==> src/rtl/rom_uart_loader_pkg.sv <==
// Shared definitions for the HACK ROM serial loader: receiver state encoding
// and the bit-timing derivations used by the UART receiver.
package rom_uart_loader_pkg;

  typedef enum logic [1:0] {
    RX_IDLE  = 2'd0,
    RX_START = 2'd1,
    RX_DATA  = 2'd2,
    RX_STOP  = 2'd3
  } rxState_e;

  localparam int DEFAULT_CLK_HZ = 50_000_000;
  localparam int DEFAULT_BAUD   = 500_000;

  function automatic int clksPerBit(input int clkHz, input int baud);
    return clkHz / baud;
  endfunction

  function automatic int halfBit(input int cpb);
    return cpb / 2;
  endfunction

  function automatic int cntWidth(input int cpb);
    return (cpb <= 2) ? 1 : $clog2(cpb);
  endfunction

endpackage

==> src/rtl/rom_uart_loader_uart_rx_byte.sv <==
// 8N1 serial byte receiver: input synchronizer, start/data/stop FSM and
// LSB-first shift register, producing single-cycle byte_valid/frame_err pulses.
module uart_rx_byte
  import rom_uart_loader_pkg::*;
#(
  parameter int CLKS_PER_BIT = 100
) (
  input  logic       clk,
  input  logic       rst_n,
  input  logic       rx_i,
  output logic [7:0] byte_o,
  output logic       byte_valid_o,
  output logic       frame_err_o
);

  localparam int CNT_W = cntWidth(CLKS_PER_BIT);
  localparam logic [CNT_W-1:0] HALF_M1 = CNT_W'(halfBit(CLKS_PER_BIT) - 1);
  localparam logic [CNT_W-1:0] FULL_M1 = CNT_W'(CLKS_PER_BIT - 1);

  logic             sync1_q, sync2_q, prev_q;
  rxState_e         state_q, state_d;
  logic [CNT_W-1:0] cnt_q, cnt_d;
  logic [2:0]       bitIdx_q, bitIdx_d;
  logic [7:0]       shift_q, shift_d;
  logic             valid_q, valid_d;
  logic             ferr_q, ferr_d;
  logic             errWait_q, errWait_d;

  always_ff @(posedge clk) begin
    if (!rst_n) begin
      sync1_q   <= 1'b1;
      sync2_q   <= 1'b1;
      prev_q    <= 1'b1;
      state_q   <= RX_IDLE;
      cnt_q     <= '0;
      bitIdx_q  <= '0;
      shift_q   <= '0;
      valid_q   <= 1'b0;
      ferr_q    <= 1'b0;
      errWait_q <= 1'b0;
    end else begin
      sync1_q   <= rx_i;
      sync2_q   <= sync1_q;
      prev_q    <= sync2_q;
      state_q   <= state_d;
      cnt_q     <= cnt_d;
      bitIdx_q  <= bitIdx_d;
      shift_q   <= shift_d;
      valid_q   <= valid_d;
      ferr_q    <= ferr_d;
      errWait_q <= errWait_d;
    end
  end

  // After a bad stop bit the FSM parks in STOP until the line returns high,
  // so a stuck-low line cannot be mistaken for a fresh start bit.
  always_comb begin
    state_d   = state_q;
    cnt_d     = cnt_q;
    bitIdx_d  = bitIdx_q;
    shift_d   = shift_q;
    valid_d   = 1'b0;
    ferr_d    = 1'b0;
    errWait_d = errWait_q;
    case (state_q)
      RX_IDLE: begin
        cnt_d     = '0;
        errWait_d = 1'b0;
        if (prev_q && !sync2_q) state_d = RX_START;
      end
      RX_START: begin
        if (cnt_q == HALF_M1) begin
          cnt_d    = '0;
          bitIdx_d = '0;
          state_d  = sync2_q ? RX_IDLE : RX_DATA;
        end else begin
          cnt_d = cnt_q + CNT_W'(1);
        end
      end
      RX_DATA: begin
        if (cnt_q == FULL_M1) begin
          cnt_d   = '0;
          shift_d = {sync2_q, shift_q[7:1]};
          if (bitIdx_q == 3'd7) state_d = RX_STOP;
          else                  bitIdx_d = bitIdx_q + 3'd1;
        end else begin
          cnt_d = cnt_q + CNT_W'(1);
        end
      end
      RX_STOP: begin
        if (errWait_q) begin
          if (sync2_q) state_d = RX_IDLE;
        end else if (cnt_q == FULL_M1) begin
          cnt_d = '0;
          if (sync2_q) begin
            valid_d = 1'b1;
            state_d = RX_IDLE;
          end else begin
            ferr_d    = 1'b1;
            errWait_d = 1'b1;
          end
        end else begin
          cnt_d = cnt_q + CNT_W'(1);
        end
      end
      default: state_d = RX_IDLE;
    endcase
  end

  assign byte_o       = shift_q;
  assign byte_valid_o = valid_q;
  assign frame_err_o  = ferr_q;

endmodule

==> src/rtl/rom_uart_loader.sv <==
// HACK instruction-ROM load port writer: packs serial bytes (high first) into
// 16-bit words with auto-incrementing address. Optional idle timeout: ROMLD_TIMEOUT_EN.
module rom_uart_loader
  import rom_uart_loader_pkg::*;
#(
  parameter int CLK_HZ         = DEFAULT_CLK_HZ,
  parameter int BAUD           = DEFAULT_BAUD,
  parameter int ADDR_W         = 15,
  parameter int TIMEOUT_CYCLES = 5_000_000
) (
  input  logic              clk,
  input  logic              rst_n,
  input  logic              avr_tx,
  output logic [15:0]       rom_data,
  output logic [ADDR_W-1:0] rom_addr,
  output logic              rom_load,
  output logic              busy,
  output logic              frame_err
);

  localparam int CLKS_PER_BIT = clksPerBit(CLK_HZ, BAUD);

  logic [7:0] rxByte;
  logic       byteValid;
  logic       timeout;

  logic              phase_q, phase_d;
  logic [7:0]        hi_q, hi_d;
  logic [ADDR_W-1:0] addr_q, addr_d;
  logic [15:0]       romData_q, romData_d;
  logic [ADDR_W-1:0] romAddr_q, romAddr_d;
  logic              romLoad_q, romLoad_d;
  logic              busy_q, busy_d;

  uart_rx_byte #(
    .CLKS_PER_BIT(CLKS_PER_BIT)
  ) u_rx (
    .clk          (clk),
    .rst_n        (rst_n),
    .rx_i         (avr_tx),
    .byte_o       (rxByte),
    .byte_valid_o (byteValid),
    .frame_err_o  (frame_err)
  );

`ifdef ROMLD_TIMEOUT_EN
  localparam int IDLE_W = $clog2(TIMEOUT_CYCLES + 1);
  localparam logic [IDLE_W-1:0] TO_M1 = IDLE_W'(TIMEOUT_CYCLES - 1);

  logic [IDLE_W-1:0] idle_q, idle_d;

  assign timeout = busy_q && (idle_q == TO_M1);

  always_comb begin
    idle_d = idle_q;
    if (byteValid || timeout) idle_d = '0;
    else if (busy_q)          idle_d = idle_q + IDLE_W'(1);
  end

  always_ff @(posedge clk) begin
    if (!rst_n) idle_q <= '0;
    else        idle_q <= idle_d;
  end
`else
  logic unusedTimeoutParam;
  assign unusedTimeoutParam = ^TIMEOUT_CYCLES;
  assign timeout = 1'b0;
`endif

  // Address advances the cycle after the strobe and wraps naturally at 2^ADDR_W.
  always_comb begin
    phase_d   = phase_q;
    hi_d      = hi_q;
    addr_d    = addr_q;
    romData_d = romData_q;
    romAddr_d = romAddr_q;
    romLoad_d = 1'b0;
    busy_d    = busy_q;
    if (timeout) begin
      phase_d = 1'b0;
      addr_d  = '0;
      busy_d  = 1'b0;
    end else begin
      if (romLoad_q) addr_d = addr_q + ADDR_W'(1);
      if (frame_err) begin
        phase_d = 1'b0;
      end else if (byteValid) begin
        if (!phase_q) begin
          hi_d    = rxByte;
          phase_d = 1'b1;
          busy_d  = 1'b1;
        end else begin
          romData_d = {hi_q, rxByte};
          romAddr_d = addr_q;
          romLoad_d = 1'b1;
          phase_d   = 1'b0;
        end
      end
    end
  end

  always_ff @(posedge clk) begin
    if (!rst_n) begin
      phase_q   <= 1'b0;
      hi_q      <= '0;
      addr_q    <= '0;
      romData_q <= '0;
      romAddr_q <= '0;
      romLoad_q <= 1'b0;
      busy_q    <= 1'b0;
    end else begin
      phase_q   <= phase_d;
      hi_q      <= hi_d;
      addr_q    <= addr_d;
      romData_q <= romData_d;
      romAddr_q <= romAddr_d;
      romLoad_q <= romLoad_d;
      busy_q    <= busy_d;
    end
  end

  assign rom_data = romData_q;
  assign rom_addr = romAddr_q;
  assign rom_load = romLoad_q;
  assign busy     = busy_q;

endmodule

==> config.mk <==
export PLATFORM = sky130hd
export DESIGN_NAME = rom_uart_loader
export DESIGN_NICKNAME = d
export VERILOG_FILES = /design/src/rtl/rom_uart_loader_pkg.sv /design/src/rtl/rom_uart_loader_uart_rx_byte.sv /design/src/rtl/rom_uart_loader.sv
export SDC_FILE = /design/constraint.sdc
export NUM_CORES = 1
export LEC_CHECK = 0
export CELL_PAD_IN_SITES_DETAIL_PLACEMENT = 2
export CELL_PAD_IN_SITES_GLOBAL_PLACEMENT = 2
export CORE_AREA = 10 10 113 115
export CTS_CLUSTER_DIAMETER = 50
export DETAILED_ROUTE_END_ITERATION = 10
export DIE_AREA = 0 0 123 125
export GPL_TIMING_DRIVEN = 1
export PLACE_DENSITY = 0.79
export SETUP_SLACK_MARGIN = 0.15
export SLEW_MARGIN = 20
export SYNTH_ARGS = -nofsm -noshare
export SYNTH_HDL_FRONTEND = slang
export SYNTH_HIERARCHICAL = 1
export SYNTH_SLANG_ARGS = --single-unit
==> constraint.sdc <==
create_clock -name clk -period 2.3 [get_ports clk]
set_input_delay 0.345 -clock clk [delete_from_list [all_inputs] [get_ports clk]]
set_output_delay 0.345 -clock clk [all_outputs]
set_load 0.01 [all_outputs]
Yosys cells after proc, flatten, opt, wreduce, memory -nomap -nowiden --
Cells that the tools add are included. Widths: inputs -> output; s select.
Word-level totals: register bits 83, logic and storage cells 77
Cells by class: $add $sub $neg 3, equality and inequality tests 13, multiplexer cells 24, bitwise operators 6, reductions and logical operators 14
Operators by type and width (number):
- $pmux 7 s4 | 1
- $mux 7 | 3
- $mux 2 | 8
- $add 15x1->15 const B | 1
- $mux 3 | 3
- $ne 2x1->1 const B | 4
- $pmux 2 s4 | 1
- $add 7x1->7 const B | 1
- $eq 7x6->1 const B | 1
- $eq 7x7->1 const B | 1
- $mux 1 | 6
- $not 1->1 | 6
- $pmux 3 s2 | 1
- $reduce_and 3->1 | 2
- $reduce_or 3->1 | 2
- $reduce_and 5->1 | 1
- $eq 2x2->1 const B | 2
- $ne 2x2->1 const B | 2
- $reduce_and 4->1 | 1
- $reduce_bool 2->1 | 2
- $reduce_or 4->1 | 1
- $add 3x1->3 const B | 1
- $eq 3x3->1 const B | 1
- $ne 3x1->1 const B | 1
- other kinds (7) | 7

Logic depth before layout (Yosys ltp) --
depth in word-level cells 4, gate-level depth with buffers 7, gate-level depth less buffers 6

By module --
The synthesis kept the hierarchy.
Modules (own cells, without submodules):
- rom_uart_loader | times used 1, cells an instance 247, area each 2132.0 µm², sequential area each 1141.1 µm²
- uart_rx_byte | times used 1, cells an instance 144, area each 1370.1 µm², sequential area each 520.5 µm²

Worst setup path before layout --
Ideal clock, no wire load.
kind reg-to-reg, start point register u_rx.state_q[0], end point register (tool-made name), arrival 1.464 ns, data required time 2.181 ns, slack 0.717 ns, stages on the path, launching flop included 8, path through dfxtp_1 inv_1 ha_1 clkbuf_1 nor2b_1 a221oi_1 nand4_1 mux2i_1
RTL lines:
- from (decl) | line rom_uart_loader_uart_rx_byte.sv:21 | rxState_e state_q, state_d;
- from (signal assigned) | line rom_uart_loader_uart_rx_byte.sv:45 | state_q <= state_d;

Worst setup path after layout --
start point register u_rx.state_q[0], end point register u_rx.cnt_q[5]
Between the ends: word-level cells in the longest chain between the ends 2
RTL lines:
- $eq 2x2->1 (tied with other cells) | line rom_uart_loader_uart_rx_byte.sv:65 | case (state_q)
- $pmux 7 s4 or $ne 2x2->1 (tied branches)
- to (signal assigned) | line rom_uart_loader_uart_rx_byte.sv:46 | cnt_q <= cnt_d;
- to (decl) | line rom_uart_loader_uart_rx_byte.sv:22 | logic [CNT_W-1:0] cnt_q, cnt_d;
Parallel ways exist; a longest one is shown, timed or not. A chain may end at the register's enable or synchronous reset.

==> metrics.yaml <==
critical_path:
  worstSetupEndpointType: "flop"
  criticalPathCategory: "reg2reg"
  arrival_ns: 2.08
  path_max_fanout: 9
  worstSetupStartpointType: "flop"
  critPathRequiredTime_ns: 2.56
die:
  floorplan.initialDensity_pct: 33.0
  die_w_um: 123
  std_cell_rows: 38
  design.portCount: 37
  die_y_um: 125
  area_of_the_die_um2: 15400
  placeableCoreArea_um2: 10600
synth:
  post_synth_top_flop: "sky130_fd_sc_hd__dfxtp_1"
  synth_warnings: 6
  mappedNetlistNets: 403
  post_synth_inst_count: 391
  post_synth_instance_area_um2: 3500
  synth_enable_flop_cells: 0
  seq_area_frac_synth_pct: 47.4
  synth.ff_latch_count: 83
  synth.lib_cells_used.distinct: 50
  post_synth.cell_area_avg_um2: 8.96
  synthArstFlopShare_pct: 0
pwr:
  power_per_cell_area_nw_per_um2: 647
  total_power_mw: 2.73
  power.leakage_nw: 1.46
  vdd.ir_drop.worst_v: 0.000240
  p_switching_mw: 0.683
  swShare_pct: 25.1
  share_clk_of_total_power_pct: 38.7
  p_int_mw: 2.04
  pwr-share-comb_pct: 7.7
  seq_power_share_pct: 53.6
clock_network:
  post-cts-setup-buffer-count: 0
  cts-hold-fix-buffers: 0
  clockBufferDepth: 2
  cts-buffers-inserted: 9
  clk-insertion-delay-late_ns: 0.35
  cts_tree: "built"
  post_cts.resized_instances: 0
  cts_root_buffer: "sky130_fd_sc_hd__clkbuf_8"
  number_of_sinks_handled_by_clock_tree_synthesis: 83
  path_clk_slew_ns: 0.08
  cts_htree_levels: 3
drt:
  routed-via-count: 2847
  routed_wirelength_mm: 9.18
  detail-route-antenna-nets: 0
  viasPerCell: 5.00
  dr.pass1.iters: 4
  avgRoutedWirePerCell_um: 16.1
  drcViolationCount: 0
  first_iteration_detailed_routing_drc_count: 81
timing:
  finalWorstPathRequiredPeriod_ns: 1.82
  timing.clock.skew_ns: 0.00799
  hold_viol_final: 0
  finalWorstSetupSlack_ns: 0.484
  setup_total_negative_slack_ns: 0
  fmax_mhz: 551
  finalCritPeriodShare_pct: 79.0
  rsz0062_at_grt: "false"
  setup_viol: 0
  max_slew_margin_pct: 67.2
  tightest_slew_ns: 0.492
  report.final.slew_viol_count: 0
placement:
  gpl.final_weighted_congestion: 0.777
  pre_cts_slack_ns: 0.513
  hpwl_mm: 6.37
  buffer_ports.inserted: 36
finish:
  layout_commonest_cell: "sky130_fd_sc_hd__nand2_1"
  layout.filler_cells: 1176
  multi_input_comb_area_um2: 1730
  seqCellArea_um2: 1660
  n_antenna_cell: 0
  layout.cells.most_common_list: "sky130_fd_sc_hd__nand2_1 (87), sky130_fd_sc_hd__dfxtp_1 (83), sky130_fd_sc_hd__a21oi_1 (39)"
  post_route_cells_drive_above_1_share_pct: 8.39
  layout.nets: 437
  layout-area-overhead-vs-synth_pct: 20.2
grt:
  gr-usage-all-layers_pct: 12.6
  grt_pass1_wl_mm: 15.9
  grt_antenna_before_repair: 0
  grt.overflow.total: 0
  pin_count_of_the_biggest_net_entering_global_routing: 55
  first_global_vias: 3151
job:
  max_cap_violations: 0
status:
  run_status: "finished, final reports clean"
hold_path:
  hold_class: "reg2reg"
==> power groups by stage <==
| stage | Combinational [mW] | Clock, mW | Sequential, mW |
|---|---|---|---|
| final | 0.211 | 1.05 | 1.46 |
| after global placement | 0.207 | 0 | 1.49 |
| after global routing | 0.234 | 1.15 | 1.46 |
| after CTS | 0.213 | 1.09 | 1.46 |
| after floorplan | 0.171 | 0 | 1.49 |
| after detailed placement | 0.213 | 0 | 1.50 |
==> final timing paths <==
path	endpoint	slack (ns)	cells past startpoint	start
setup / recovery	u_rx/cnt_q[5]$_SDFFE_PN0P_	0.48	6	u_rx/state_q[0]$_SDFFE_PN0P_
hold / removal	rom_addr[4]$_SDFFE_PN0P_	0.46	2	rom_addr[4]$_SDFFE_PN0P_
setup reg to reg	u_rx/cnt_q[5]$_SDFFE_PN0P_	0.48	6	u_rx/state_q[0]$_SDFFE_PN0P_
hold reg to reg	rom_addr[4]$_SDFFE_PN0P_	0.46	2	rom_addr[4]$_SDFFE_PN0P_
==> critical path, stage by stage, from the launching register on <==
cell and delay, ns:
sky130_fd_sc_hd__dfxtp_1 0.37, sky130_fd_sc_hd__inv_1 0.11, sky130_fd_sc_hd__ha_1 0.39, sky130_fd_sc_hd__nor2_1 0.14
sky130_fd_sc_hd__a21oi_4 0.29, sky130_fd_sc_hd__o2111ai_4 0.17, sky130_fd_sc_hd__o211ai_1 0.26
==> Yosys cell counts, types with 2 or more instances <==
master	instances	area, um2
sky130_fd_sc_hd__nand3_2	2	20.0
sky130_fd_sc_hd__dfxtp_1	83	1660
sky130_fd_sc_hd__nor2b_1	13	81.3
sky130_fd_sc_hd__o21ai_0	5	25.0
sky130_fd_sc_hd__o211ai_1	6	45.0
sky130_fd_sc_hd__a21boi_0	2	15.0
sky130_fd_sc_hd__nor4_1	3	18.8
sky130_fd_sc_hd__nor2_1	19	71.3
sky130_fd_sc_hd__o2111ai_1	4	35.0
sky130_fd_sc_hd__nand2_1	87	327
sky130_fd_sc_hd__nand3b_1	2	15.0
sky130_fd_sc_hd__ha_1	9	113
sky130_fd_sc_hd__or3_2	2	15.0
sky130_fd_sc_hd__clkbuf_1	15	56.3
sky130_fd_sc_hd__inv_1	9	33.8
sky130_fd_sc_hd__and2_1	3	18.8
sky130_fd_sc_hd__and3_1	2	12.5
sky130_fd_sc_hd__or4_1	4	30.0
sky130_fd_sc_hd__nor3_1	4	20.0
sky130_fd_sc_hd__nand4_2	2	25.0
sky130_fd_sc_hd__xor2_1	3	26.3
sky130_fd_sc_hd__a21oi_1	39	195
sky130_fd_sc_hd__nand4_1	2	12.5
sky130_fd_sc_hd__nand3_1	7	35.0
sky130_fd_sc_hd__buf_2	3	15.0
sky130_fd_sc_hd__nand2b_1	7	43.8
sky130_fd_sc_hd__o31ai_1	5	37.5
sky130_fd_sc_hd__xnor2_1	2	17.5
sky130_fd_sc_hd__mux2i_1	25	250
sky130_fd_sc_hd__or3_1	2	12.5
==> stage by stage <==
step,hold slack [ns],std cells,util (%),area (um2)
detailed placement,0.449,554,37.9,4020
CTS,0.461,569,39.7,4210
global route,0.477,569,39.7,4210
global placement,0.395,554,37.9,4020
floorplan,0.386,391,-,3500
finish,0.456,569,39.7,4210
==> cells by family (layout without fill, tap and decap cells) <==
kind of cell / count (synthesis) / after routing / share of synthesized area [%]
buf+inv: 29 / 67 / 3.43
fa+ha+maj: 9 / 9 / 3.22
xor+xnor: 5 / 5 / 1.25
mux: 25 / 25 / 7.15
simple gates: 170 / 170 / 24.4
compound gates: 70 / 70 / 13.1
flops: 83 / 83 / 47.4
==> cell type report <==
class	instances	area share, %
timing repair buffer	42	9.93
clock buffer	11	3.36
tap	140	4.16
multi-input combinational	279	41.0
sequential	83	39.5
clock inverter	4	1.22
inverter	10	0.892
==> registers in the layout (all words and copies together) (netlist names), 3 cells and up, named ones only <==
name and flops:
addr_q 15, u_rx/bitIdx_q 3, rom_data 16, hi_q 8
rom_addr 15, u_rx/byte_o 8, u_rx/cnt_q 7
==> routing by layer <==
layer	wire length, um	GRT usage (%)
met4	107	3.70
met2	4850	21.9
met3	351	3.65
met5	0	0
met1	3870	14.6
No activity file was read; power rests on OpenSTA's default activity.
